## src/rtl/ariane_pkg.sv

```systemverilog
// ariane_pkg: shared frontend types used by the fetch FIFO.
//   exception         - trap cause/value carried alongside an instruction
//   branchpredict_sbe - branch prediction info forwarded to the scoreboard
//   fetch_entry       - one fetched instruction plus its side information
//   FETCH_FIFO_DEPTH  - default number of fetch_entry slots in fetch_fifo
package ariane_pkg;

    localparam int unsigned FETCH_FIFO_DEPTH = 4;

    localparam logic [63:0] INSTR_ADDR_MISALIGNED = 64'd0;
    localparam logic [63:0] INSTR_ACCESS_FAULT    = 64'd1;
    localparam logic [63:0] ILLEGAL_INSTR         = 64'd2;

    typedef struct packed {
        logic [63:0] cause;
        logic [63:0] tval;
        logic        valid;
    } exception;

    typedef struct packed {
        logic        valid;
        logic [63:0] predict_address;
        logic        predict_taken;
        logic        is_lower_16;
    } branchpredict_sbe;

    typedef struct packed {
        logic [63:0]      address;
        logic [31:0]      instruction;
        branchpredict_sbe branch_predict;
        exception         ex;
        logic             is_compressed;
        logic             is_illegal;
    } fetch_entry;

endpackage

```

## src/rtl/fetch_fifo.sv

```systemverilog
// fetch_fifo: decouples the fetch stage from decode with a small circular buffer.
// Ports:
//   clk_i               - clock, all state updates on its rising edge
//   rst_i               - synchronous active-high reset (beats flush, push, pop)
//   flush_i             - drop every buffered entry and any entry offered this cycle
//   fetch_entry_i       - entry from fetch
//   fetch_entry_valid_i - fetch_entry_i is valid
//   fetch_ready_o       - FIFO not full; an entry can be accepted
//   fetch_entry_o       - head entry to decode (don't-care when not valid)
//   fetch_entry_valid_o - FIFO not empty
//   decode_ack_i        - decode consumes the head entry this cycle
//   count_o             - current occupancy, 0..DEPTH
// No fall-through: an entry pushed this cycle is visible at the head next cycle.
module fetch_fifo
    import ariane_pkg::*;
#(
    parameter int unsigned DEPTH = FETCH_FIFO_DEPTH
) (
    input  logic                       clk_i,
    input  logic                       rst_i,
    input  logic                       flush_i,
    input  fetch_entry                 fetch_entry_i,
    input  logic                       fetch_entry_valid_i,
    output logic                       fetch_ready_o,
    output fetch_entry                 fetch_entry_o,
    output logic                       fetch_entry_valid_o,
    input  logic                       decode_ack_i,
    output logic [$clog2(DEPTH):0]     count_o
);

    localparam int unsigned PTR_W = $clog2(DEPTH);
    localparam logic [PTR_W:0] FULL_CNT = (PTR_W + 1)'(DEPTH);

    fetch_entry       mem [DEPTH];
    logic [PTR_W-1:0] rd_ptr;
    logic [PTR_W-1:0] wr_ptr;
    logic             push;
    logic             pop;

    // Ready depends only on occupancy, so a full FIFO refuses a push even
    // when decode frees a slot in the same cycle.
    assign fetch_ready_o       = (count_o != FULL_CNT);
    assign fetch_entry_valid_o = (count_o != '0);
    assign fetch_entry_o       = mem[rd_ptr];

    assign push = fetch_entry_valid_i && fetch_ready_o && !flush_i;
    assign pop  = decode_ack_i && fetch_entry_valid_o && !flush_i;

    // Payload is not reset; only written on an accepted push.
    always_ff @(posedge clk_i) begin
        if (push) begin
            mem[wr_ptr] <= fetch_entry_i;
        end
    end

    // DEPTH is a power of two, so pointers wrap naturally at PTR_W bits.
    always_ff @(posedge clk_i) begin
        if (rst_i || flush_i) begin
            rd_ptr  <= '0;
            wr_ptr  <= '0;
            count_o <= '0;
        end else begin
            if (push) begin
                wr_ptr <= wr_ptr + PTR_W'(1);
            end
            if (pop) begin
                rd_ptr <= rd_ptr + PTR_W'(1);
            end
            case ({push, pop})
                2'b10:   count_o <= count_o + (PTR_W + 1)'(1);
                2'b01:   count_o <= count_o - (PTR_W + 1)'(1);
                default: count_o <= count_o;
            endcase
        end
    end

endmodule

```

## config.mk

```make
export PLATFORM = sky130hd
export DESIGN_NAME = fetch_fifo
export DESIGN_NICKNAME = d
export VERILOG_FILES = /design/src/rtl/ariane_pkg.sv /design/src/rtl/fetch_fifo.sv
export SDC_FILE = /design/constraint.sdc
export NUM_CORES = 1
export LEC_CHECK = 0
export CAP_MARGIN = 20
export CORE_ASPECT_RATIO = 1.4
export CORE_MARGIN = 4
export CORE_UTILIZATION = 35
export DETAILED_ROUTE_END_ITERATION = 7
export GPL_ROUTABILITY_DRIVEN = 0
export GPL_TIMING_DRIVEN = 1
export SLEW_MARGIN = 30
export SYNTH_ARGS = -nofsm -noshare
export SYNTH_HDL_FRONTEND = slang
export SYNTH_SLANG_ARGS = --single-unit
```

## constraint.sdc

```tcl
create_clock -name clk_i -period 20.3 [get_ports clk_i]
set_clock_uncertainty 0.05 [all_clocks]
set_input_delay 4.06 -clock clk_i [delete_from_list [all_inputs] [get_ports clk_i]]
set_output_delay 4.06 -clock clk_i [all_outputs]
set_load 0.01 [all_outputs]
```

### After elaboration in Yosys (flattened, before gate mapping)

Memory sizes are Yosys's and may differ from the RTL's. A register that Yosys moved wholly into a read port is not among the register bits.
Index checks and enable logic that the tools add are counted.

| word-level totals | value |
|---|---|
| bits in registers | 7 |
| memory bits (writable) | 1176 |
| output and inout port bits | 299 |
| logic and storage cells | 24 |
| memories kept | 1 |

Memories:

| memory | words | bits a word | rd ports | clocked after Yosys merged registers in | wr ports | line | text |
|---|---|---|---|---|---|---|---|
| mem | 4 | 294 | 1 | 1 | 1 | fetch_fifo.sv:34 | `fetch_entry mem [DEPTH];` |

| operators by class | value |
|---|---|
| $add $sub $neg | 4 |
| equality and inequality tests | 3 |
| mux-type cells | 5 |
| reduce and logical (&&, ||, !) cells | 8 |

Operator list:

| operator | count |
|---|---|
| one-hot mux 3 bit (2 select lines) | 1 |
| adder 2 x 1 -> 2 bit, second input constant | 2 |
| logical AND 1 bit | 4 |
| two-way mux 2 bit | 2 |
| adder 3 x 1 -> 3 bit, second input constant | 1 |
| != test 3 bit, second input constant | 1 |
| nonzero test 3 bit | 1 |
| subtractor 3 x 1 -> 3 bit, second input constant | 1 |
| == test 2 x 1 -> 1 bit, second input constant | 1 |
| == test 2 bit, second input constant | 1 |
| two-way mux 1 bit | 2 |
| nonzero test 2 bit | 1 |
| logical NOT 1 bit | 1 |
| logical OR 1 bit | 1 |

### Longest topological paths before layout

| depth | value |
|---|---|
| depth after elaboration | 5 |
| mapped depth | 10 |
| gate-level depth less buffers | 9 |

### Worst setup path after synthesis

Ideal clock, no wire load.

| timing path | value |
|---|---|
| path kind | input-to-reg |
| start | input port fetch_entry_valid_i |
| end | memory mem[0][0] (netlist name) (enable) |
| setup time | 0.696 ns |
| data arrival time | 11.152 ns |
| required time | 19.554 ns |
| slack | 8.402 ns |
| stages | 2 |
| path buffers | 0 |
| path through | nor2b_1 > and3_1 |

| on the way | value |
|---|---|
| longest elaborated chain between the ends | 4 |

Ends and longest elaborated chain:

| what | line | text |
|---|---|---|
| start, declared | fetch_fifo.sv:23 | `input logic fetch_entry_valid_i,` |
| logical AND 1 bit (2 in series) | fetch_fifo.sv:46 | `assign push = fetch_entry_valid_i && fetch_ready_o && !flush_i;` |
| two-way mux 1 bit | fetch_fifo.sv:51 | `if (push) begin` |
| two-way mux 1 bit (not written as such) | fetch_fifo.sv:52 | `mem[wr_ptr] <= fetch_entry_i;` |
| end, declared | fetch_fifo.sv:34 |  |

Every way passes these cells.

==> summary.md <==
| Metric | Value |
|---|---|
| Status | `finished, final reports clean` |
| Fillers | `10,200` |
| Count of warnings emitted by yosys | `0` |
| Starting density of the core | `35.3%` |
| Die Wd | `306 um` |
| # clock sinks | `1,185` |
| Slew headroom | `37.1%` |
| Most frequent cells in the layout | `1,176 x edfxtp_1, 597 x clkdlybuf4s50_1, 158 x mux4_2` |
| Synth-to-layout area growth | `26.6%` |
| Max cap viols | `0` |
| Element type at the critical path end | `output port` |
| Crit Path Max Fanout | `63` |
| Placed cell count | `3,766` |
| DRT Pass-1 Iters | `5` |
| Drt initial violations | `1,222` |
| Fin. max-slew vios | `0` |
| Share of cells above drive strength 1 | `14.9%` |
| Final net count | `2,567` |
| Post-synth net total | `1,899` |
| Syn_area_per_cell | `27.3 sq um` |
| Antenna violations before repair | `27` |
| Vias | `19,600` |
| CTS tree | `built` |
| DRC violations left | `0` |
| Hold_sp | `rd_ptr[0]$_SDFFE_PP0P_` |
| Overall Global Routing Usage | `14.8%` |
| Worst R2R Start | `count_o[0]$_SDFFE_PP0P_` |
| Detailed Route WL | `98.5 mm` |
| Worst EP arrival | `4.20 ns` |
| Area of the core | `123,000 sq um` |
| WL/cell | `24.7 um` |
| CTS root buf | `clkbuf_16` |
| Min Tclk post-route | `8.31 ns` |
| VDD IR max | `0.0785 mV` |
| FMAX | `120 MHz` |
| Grt ovf | `0` |
| Cell Rows | `152` |
| Critical Setup Path Class | `flop to output port` |
| Post-detail-place hpwl | `62.8 mm` |
| Worst Path Required | `16.19 ns` |
| Seq/Total Area, Yosys | `81.7%` |
| Boundary Pins | `598` |
| PostCTS Resize Cnt | `0` |
| Vias per Instance | `4.92` |
| Tightest Pin Transition | `0.941 ns` |
| Final Setup Violations | `0` |
| Period utilization | `40.9%` |
| Leakage power | `17.1 nW` |
| Final Non-Filler Cells | `3,990` |
| Clock Path Buffers | `3` |
| Cell variety after synth | `28` |
| First-pass GRT wire length | `143 mm` |
| Most common cell after layout, fill and taps aside | `edfxtp_1` |
| Cells after Synth | `1,594` |
| Seq cells post-synth | `1,185` |
| Buffers inserted during post-CTS setup optimization | `0` |
| Post-CTS Hold Fix Bufs | `0` |
| Antenna Nets Post-Route | `0` |
| RSZ-0062 raised after global routing | `false` |
| Vias in the first global route | `20,900` |
| Type of origin of the critical path | `flop` |
| Die footprint | `130,000 sq um` |
| Port-buffer cells | `597` |
| Number of buffers created by CTS | `111` |
| Worst skew pair latency | `0.74 ns` |
| Die height | `425 um` |
| Critical R2R Capture | `mem[1][73]$_DFFE_PP_` |
| Mapped Area | `43,500 sq um` |
| Hold Violations, Final | `0` |
| Worst hold path type | `flop to flop` |
| Pin count of the biggest net entering global routing | `94` |
| Setup tns final | `0 ns` |
| Reg2Reg Depth | `5` |
| Worst hold path depth | `2` |
| Max H-tree Level | `3` |
| Reg clk slew, reported paths | `0.07 ns` |
| Hold slack | `0.487 ns` |
| P per Cell Area | `91.2 nW/um^2` |
| R2r setup slk | `16.75 ns` |
layer usage:
layer | vias up | part of all wire [%] | GRT usage (%)
met5 | - | 0.065 | 0
met4 | 10 | 3.0 | 6.14
met3 | 154 | 7.8 | 4.79
met2 | 647 | 51 | 24.8
met1 | 10300 | 38 | 17.8
li1 | 8465 | - | -
cells in the mapped netlist, drive strengths merged:
master	count	area, sq um
xor2	2	17.5
dfxtp	9	180
o21ai	3	15.0
a21o	1	7.51
a21oi	6	30.0
o31ai	1	7.51
buf	62	509
edfxtp	1176	35300
nor3	1	5.00
nor2b	1	6.26
nand3	1	5.00
nand3b	1	7.51
nand4	1	6.26
nand2b	1	6.26
fa	1	20.0
ha	5	62.6
inv	7	26.3
or3b	1	8.76
or3	3	18.8
mux4	294	7130
and3	4	25.0
nor2	5	18.8
clkbuf	6	22.5
and2	1	8.76
or2	1	6.26
kinds of logic after synthesis:
| family | after synthesis | share of synthesized area [%] |
|---|---|---|
| flip-flops | 1185 | 81.7 |
| multiplexers | 294 | 16.4 |
| buffers and inverters | 75 | 1.28 |
| AND/OR/NAND/NOR | 21 | 0.282 |
| AO/OA/AOI/OAI | 11 | 0.138 |
| adder cells (fa/ha/maj) | 6 | 0.190 |
| XOR/XNOR | 2 | 0.0403 |
how the worst max path moves through the flow:
stage                              from                     to  slack, ns  cells after the start
global placement    fetch_entry_valid_i   mem[0][73]$_DFFE_PP_      11.78                      5
floorplan           fetch_entry_valid_i    mem[0][0]$_DFFE_PP_       8.40                      2
CTS                                flop     fetch_entry_o[181]      11.84                      4
detailed placement              flush_i  mem[2][213]$_DFFE_PP_      12.23                      5
global route                       flop     fetch_entry_o[181]      11.79                      4
finish                             flop     fetch_entry_o[181]      11.99                      4
final cells by class:
class                           count  area [sq um]  area share (%)
Inverter                            7          26.3          0.0477
Multi-Input combinational cell    334          7430            13.5
Antenna cell                       20          50.0          0.0909
Sequential cell                  1185         35500            64.5
Timing Repair Buffer              623          6370            11.6
Clock buffer                      134          2860            5.20
Clock inverter                     70           778            1.41
Tap cell                         1617          2020            3.68
registers in the layout, summed over array words and instances, names as in the netlist, named ones only:
register and flops:
rd_ptr 2, count_o 3, wr_ptr 2, mem 1176
worst max-delay path, stage by stage (launching register included):
cell and delay [ns]:
dfxtp_4 0.74, buf_4 0.82, buf_4 0.79, mux4_1 0.50
clkdlybuf4s50_1 0.53
per-stage QoR:
step           cell area (sq um)  total power [W]  setup WS, ns  util (%)
2_1_floorplan              43500          0.00286          8.40         -
3_3_place_gp               51200          0.00301         11.78      41.6
3_5_place_dp               51300          0.00302         12.23      41.7
4_1_cts                    55000          0.00510         11.84      44.7
5_1_grt                    55000          0.00521         11.79      44.7
6_report                   55100          0.00502         11.99      44.7
power breakdown:
part	internal, W	total (W)	leakage [nW]	switching, W
Clock	0.00117	0.00206	1.75	0.000895
Sequential	0.00273	0.00273	10.8	0.00000733
Combinational	0.000124	0.000225	4.54	0.000101
Note: power is estimated with default switching activity, not from simulation.
